==> src/rtl/keypad_scanner_pkg.sv <==
// rtl/keypad_scanner_pkg.sv - shared types and constants for the keypad scanner
package keypad_scanner_pkg;

    localparam int NCOLS = 4;
    localparam int NROWS = 4;

    typedef enum logic [1:0] {
        IDLE    = 2'd0,
        CONFIRM = 2'd1,
        HELD    = 2'd2
    } state_t;

    typedef enum logic [1:0] {
        SCAN_NONE  = 2'd0,
        SCAN_KEY   = 2'd1,
        SCAN_MULTI = 2'd2
    } scan_class_t;

endpackage

==> src/rtl/keypad_scanner_scan_tick.sv <==
// rtl/keypad_scanner_scan_tick.sv - divider producing a one-cycle column-step enable
module scan_tick #(
    parameter int CLK_HZ  = 50000000,
    parameter int SCAN_HZ = 1000
) (
    input  logic CLOCK_50,
    input  logic RESET_N,
    output logic tick
);

    localparam int DIV = CLK_HZ / SCAN_HZ;
    localparam int TW  = $clog2(DIV);

    logic [TW-1:0] count;

    assign tick = (count == TW'(DIV - 1));

    // Free-running counter that wraps to zero right after its terminal count
    always_ff @(posedge CLOCK_50 or negedge RESET_N) begin
        if (!RESET_N)
            count <= '0;
        else if (tick)
            count <= '0;
        else
            count <= count + TW'(1);
    end

endmodule

==> src/rtl/keypad_scanner.sv <==
// rtl/keypad_scanner.sv - 4x4 matrix keypad scanner with debounce and hex entry register
module keypad_scanner
    import keypad_scanner_pkg::*;
#(
    parameter int CLK_HZ         = 50000000,
    parameter int SCAN_HZ        = 1000,
    parameter int DEBOUNCE_SCANS = 4
) (
    input  logic        CLOCK_50,
    input  logic        RESET_N,
    input  logic [3:0]  rows,
    output logic [3:0]  cols,
    output logic [3:0]  key_code,
    output logic        key_valid,
    output logic [15:0] value
);

    localparam int            CW = $clog2(DEBOUNCE_SCANS + 1);
    localparam logic [CW-1:0] DB = CW'(DEBOUNCE_SCANS);

    logic          tick;
    logic [3:0]    rows_meta;
    logic [3:0]    rows_sync;
    logic [1:0]    col_idx;
    logic [15:0]   snapshot;
    logic [15:0]   snap_next;
    logic [4:0]    ones;
    logic [3:0]    scan_code;
    scan_class_t   scan_class;
    state_t        state;
    logic [3:0]    cand;
    logic [CW-1:0] cnt;
    logic          scan_end;

    scan_tick #(
        .CLK_HZ  (CLK_HZ),
        .SCAN_HZ (SCAN_HZ)
    ) u_scan_tick (
        .CLOCK_50 (CLOCK_50),
        .RESET_N  (RESET_N),
        .tick     (tick)
    );

    // Drive exactly one column low, selected by the current column index
    assign cols     = ~(4'b0001 << col_idx);
    assign scan_end = tick && (col_idx == 2'd3);

    // Two-flop synchronizer; idle keypad lines are pulled high
    always_ff @(posedge CLOCK_50 or negedge RESET_N) begin
        if (!RESET_N) begin
            rows_meta <= 4'hF;
            rows_sync <= 4'hF;
        end else begin
            rows_meta <= rows;
            rows_sync <= rows_meta;
        end
    end

    // Snapshot as it will look after this tick, so scan end classifies column 3 too
    always_comb begin
        snap_next = snapshot;
        for (int r = 0; r < NROWS; r++)
            snap_next[{2'(r), col_idx}] = ~rows_sync[r];
    end

    // Classify the completed scan by number of closed contacts
    always_comb begin
        ones      = '0;
        scan_code = '0;
        for (int i = 0; i < NROWS * NCOLS; i++) begin
            if (snap_next[i]) begin
                ones      = ones + 5'd1;
                scan_code = 4'(i);
            end
        end
        if (ones == 5'd0)
            scan_class = SCAN_NONE;
        else if (ones == 5'd1)
            scan_class = SCAN_KEY;
        else
            scan_class = SCAN_MULTI;
    end

    // Column stepping and snapshot capture on every tick
    always_ff @(posedge CLOCK_50 or negedge RESET_N) begin
        if (!RESET_N) begin
            col_idx  <= '0;
            snapshot <= '0;
        end else if (tick) begin
            snapshot <= snap_next;
            col_idx  <= col_idx + 2'd1;
        end
    end

    // Debounce FSM evaluated once per full scan, with registered key outputs
    always_ff @(posedge CLOCK_50 or negedge RESET_N) begin
        if (!RESET_N) begin
            state     <= IDLE;
            cand      <= '0;
            cnt       <= '0;
            key_code  <= '0;
            key_valid <= 1'b0;
            value     <= '0;
        end else begin
            key_valid <= 1'b0;
            if (scan_end) begin
                case (state)
                    IDLE: begin
                        if (scan_class == SCAN_KEY) begin
                            cand <= scan_code;
                            if (DEBOUNCE_SCANS == 1) begin
                                state     <= HELD;
                                cnt       <= '0;
                                key_code  <= scan_code;
                                key_valid <= 1'b1;
                                value     <= {value[11:0], scan_code};
                            end else begin
                                state <= CONFIRM;
                                cnt   <= CW'(1);
                            end
                        end
                    end
                    CONFIRM: begin
                        if (scan_class == SCAN_KEY && scan_code == cand) begin
                            if (cnt + CW'(1) == DB) begin
                                state     <= HELD;
                                cnt       <= '0;
                                key_code  <= cand;
                                key_valid <= 1'b1;
                                value     <= {value[11:0], cand};
                            end else begin
                                cnt <= cnt + CW'(1);
                            end
                        end else begin
                            state <= IDLE;
                            cnt   <= '0;
                        end
                    end
                    HELD: begin
                        if (scan_class == SCAN_NONE) begin
                            if (cnt + CW'(1) == DB) begin
                                state <= IDLE;
                                cnt   <= '0;
                            end else begin
                                cnt <= cnt + CW'(1);
                            end
                        end else begin
                            cnt <= '0;
                        end
                    end
                    default: begin
                        state <= IDLE;
                        cnt   <= '0;
                    end
                endcase
            end
        end
    end

endmodule

==> config.mk <==
export PLATFORM = sky130hd
export DESIGN_NAME = keypad_scanner
export DESIGN_NICKNAME = d
export VERILOG_FILES = /design/src/rtl/keypad_scanner_pkg.sv /design/src/rtl/keypad_scanner_scan_tick.sv /design/src/rtl/keypad_scanner.sv
export SDC_FILE = /design/constraint.sdc
export NUM_CORES = 1
export LEC_CHECK = 0
export BUFFER_PORTS_ARGS = -buffer_cell sky130_fd_sc_hd__buf_2
export CAP_MARGIN = 15
export CORE_AREA = 2 2 116 118
export CTS_CLUSTER_DIAMETER = 80
export DETAILED_ROUTE_END_ITERATION = 12
export DIE_AREA = 0 0 118 120
export GPL_TIMING_DRIVEN = 0
export PLACE_DENSITY = 0.58
export REMOVE_ABC_BUFFERS = 1
export SYNTH_ARGS = -nofsm -noshare
export SYNTH_HDL_FRONTEND = slang
export SYNTH_SLANG_ARGS = --single-unit
==> constraint.sdc <==
create_clock -name CLOCK_50 -period 13.23 [get_ports CLOCK_50]
set_input_delay 1.323 -clock CLOCK_50 [delete_from_list [all_inputs] [get_ports CLOCK_50]]
set_output_delay 1.323 -clock CLOCK_50 [all_outputs]
set_load 0.01 [all_outputs]
==> qor.csv <==
metric,value,unit
max-slew violations,0,
max-slew headroom at the worst pin,38.51,%
Final #Nets,628,
DRT iter0 DRCs,183,
share of post-route cells with drive strength above 1,17.36,%
RSZ-0062 raised after global routing,false,
Hold Path Cell Cnt,0,
chip height,120,um
cts hold-fix bufs,0,
H-Tree Level Count,3,
final WL,11790,um
CTS resizes,0,
total congestion overflow,0,
DP Worst Slack,1228,ps
top post-synthesis cells by area,"dfrtp_1, xnor2_1, ha_1",
row cnt,42,
hold wc startpoint,rows_meta[3],
Vias,4270,
setup violators final,0,
quantity of I/O buffers inserted on ports,30,
maxcap violations,0,
Arrival @ worst endpoint,12270,ps
io pins,31,
Netlist cell types,81,
die width,118,um
Final HPWL DP,8894,um
diode count,0,
first-pass GRT wire length,20070,um
FF+latch area,0.001712,mm^2
Final Hold Fails,0,
reg2reg path depth,52,
Routability Congestion,0.8434,
Critical Setup Path Class,register to register,
Fill cells,1277,
initial antenna violation count,0,
"Top FF cell, synth",dfrtp_1,
critical path capture point type,register,
number of routed nets with antenna violations,0,
Power per Cell Area,89.11,mW/mm^2
clock buffer depth,2,
Pleak,2.720,nW
Post-synth EDFFs,0,
Critical Path Max Stage Delay,400,ps
synthesis warning total,0,
FF-to-FF End,value[10],
post-synth top area share,28.34,%
drt via density,5.467,
"top cells by count, synth","nand2_1, dfrtp_1, nor2_1",
sequential share of the synthesized area,32.30,%
CP required,13440,ps
most common cell in the netlist,nand2_1,
Inserted Clock Buffers,9,
area of the multi-input gates,0.003388,mm^2
asr flop ratio synth,100.0,%
Area growth syn-to-layout,11.31,%
crit-path max FO,17,
CP Launch Type,register,
largest net degree at the start of global routing,69,
Yosys top cell by area,dfrtp_1,
HP Class,register to register,
DR WL/cell,15.09,um
status,"complete, no violations",
post-CTS setup buffers,0,
final setup TNS,0,ps
Fmax achieved,82.94,MHz
core area,0.01298,mm^2
most frequent CP cell,ha_1,
vias in the first global route,4214,
Least-Margin Pin Slew,896.7,ps
"CTS clk-pin slew, worst paths",50,ps
Final WS setup,1173,ps
FF-to-FF Start,col_idx[1],
R2R setup slack,1170,ps
total track usage,17.50,%
fin crit period,12060,ps
Worst-Skew Late Latency,330,ps
Fin Clk Skew,5.683,ps
worst vdd ir,0.06346,mV
TritonRoute pass-1 iters,5,
final period utilization,91.13,%
Worst path slowest cell,or3_1,
Root Driver,clkbuf_16,
CTS tree,done,
Syn Area/Cell,9.168,um^2
Die Footprint,0.01416,mm^2
"flops & latches, synth",68,
DRC,0,
Mapped Cells,578,
CTS Sinks,68,
Post-Synthesis Cell Area,0.005299,mm^2
worst hold endpoint,rows_sync[3],
Initial Utilization,40.82,%
==> per-stage QoR <==
step | cell area [um^2] | utilization [%] | instances | power, mW | hold WS, ps
2_1_floorplan | 5196 | - | 559 | 0.2655 | 345.2
3_3_place_gp | 5567 | 42.89 | 765 | 0.2801 | 347.2
3_5_place_dp | 5569 | 42.91 | 765 | 0.2820 | 348.4
4_1_cts | 5883 | 45.32 | 780 | 0.5329 | 355.9
5_1_grt | 5898 | 45.44 | 781 | 0.5494 | 361.6
6_report | 5898 | 45.44 | 781 | 0.5256 | 355.3
==> layout by cell type (no fill, tap or decap), drive strengths merged, types with 5 or more instances in the layout <==
cell,instances
nor2b,15
and2,12
or3,5
nand4,7
buf,31
xnor3,5
a21oi,21
nand3,19
nor2,44
nand2b,11
inv,25
a31oi,5
o21ai,33
xor2,27
o31ai,5
dfrtp,60
mux2i,10
and3,6
nor3,17
xnor2,37
ha,21
dfstp,8
nand2,62
or2,5
nor4,5
mux2,27
clkbuf,14
o22ai,5
==> state kept, by name (all words and copies together) (netlist names) <==
signal and cells:
rows_sync 4, cnt 3, state 2, value 13, cand 4, snapshot 16
rows_meta 4, u_scan_tick.count 16, key_valid 1, key_code 3, col_idx 2
==> worst max-delay path by stage <==
stage / from / to / slack (ps) / depth (start not counted)
3_3_place_gp: col_idx[1] / key_code[0] / 1420 / 52
6_report: col_idx[1] / value[10] / 1170 / 52
2_1_floorplan: col_idx[1] / key_code[0] / 2480 / 52
4_1_cts: col_idx[0] / value[10] / 1190 / 52
3_5_place_dp: col_idx[1] / value[14] / 1230 / 52
5_1_grt: col_idx[0] / value[10] / 370 / 52
==> critical path, delay by kind of cell, from the launching register on <==
kind,cells,cell delay (ps)
buf+inv,2,290
fa+ha+maj,14,4140
compound gates,13,2470
mux,4,1210
xor+xnor,2,360
simple gates,17,3060
flops,1,390
==> per-layer routing <==
layer  track usage, %  vias to the layer above  share of wire [%]  wire (um)
li1                 -                     2106                  -          -
met1            22.45                     2069                 46       5448
met5                0                        -                  0          0
met2            30.52                       84                 49       5762
met3            3.089                       11                3.7        435
met4            4.593                        0                1.2        140
==> layout make-up <==
| class | count | area share [%] |
|---|---|---|
| sequential | 68 | 29.02 |
| timing repair buffer | 31 | 2.843 |
| clock inverter | 1 | 0.5091 |
| tap | 176 | 3.734 |
| multi-input combinational | 466 | 57.45 |
| inverter | 25 | 1.633 |
| clock buffer | 14 | 4.815 |
==> logic make-up after synthesis <==
family	synth area share [%]
buffers and inverters	3.754
and+or+nand+nor	21.30
DFF	32.30
xor gates and xnor gates	14.40
AOI/OAI and AO/OA	14.95
adders and majority gates	4.959
muxes	8.335
==> power breakdown <==
| group | switching, mW | internal, mW | leakage, nW |
|---|---|---|---|
| sequential | 0.00129 | 0.211 | 0.908 |
| combinational | 0.0410 | 0.0260 | 1.66 |
| clock | 0.0815 | 0.165 | 0.155 |
| total | 0.124 | 0.402 | 2.72 |
(Power assumes the default switching activity.)
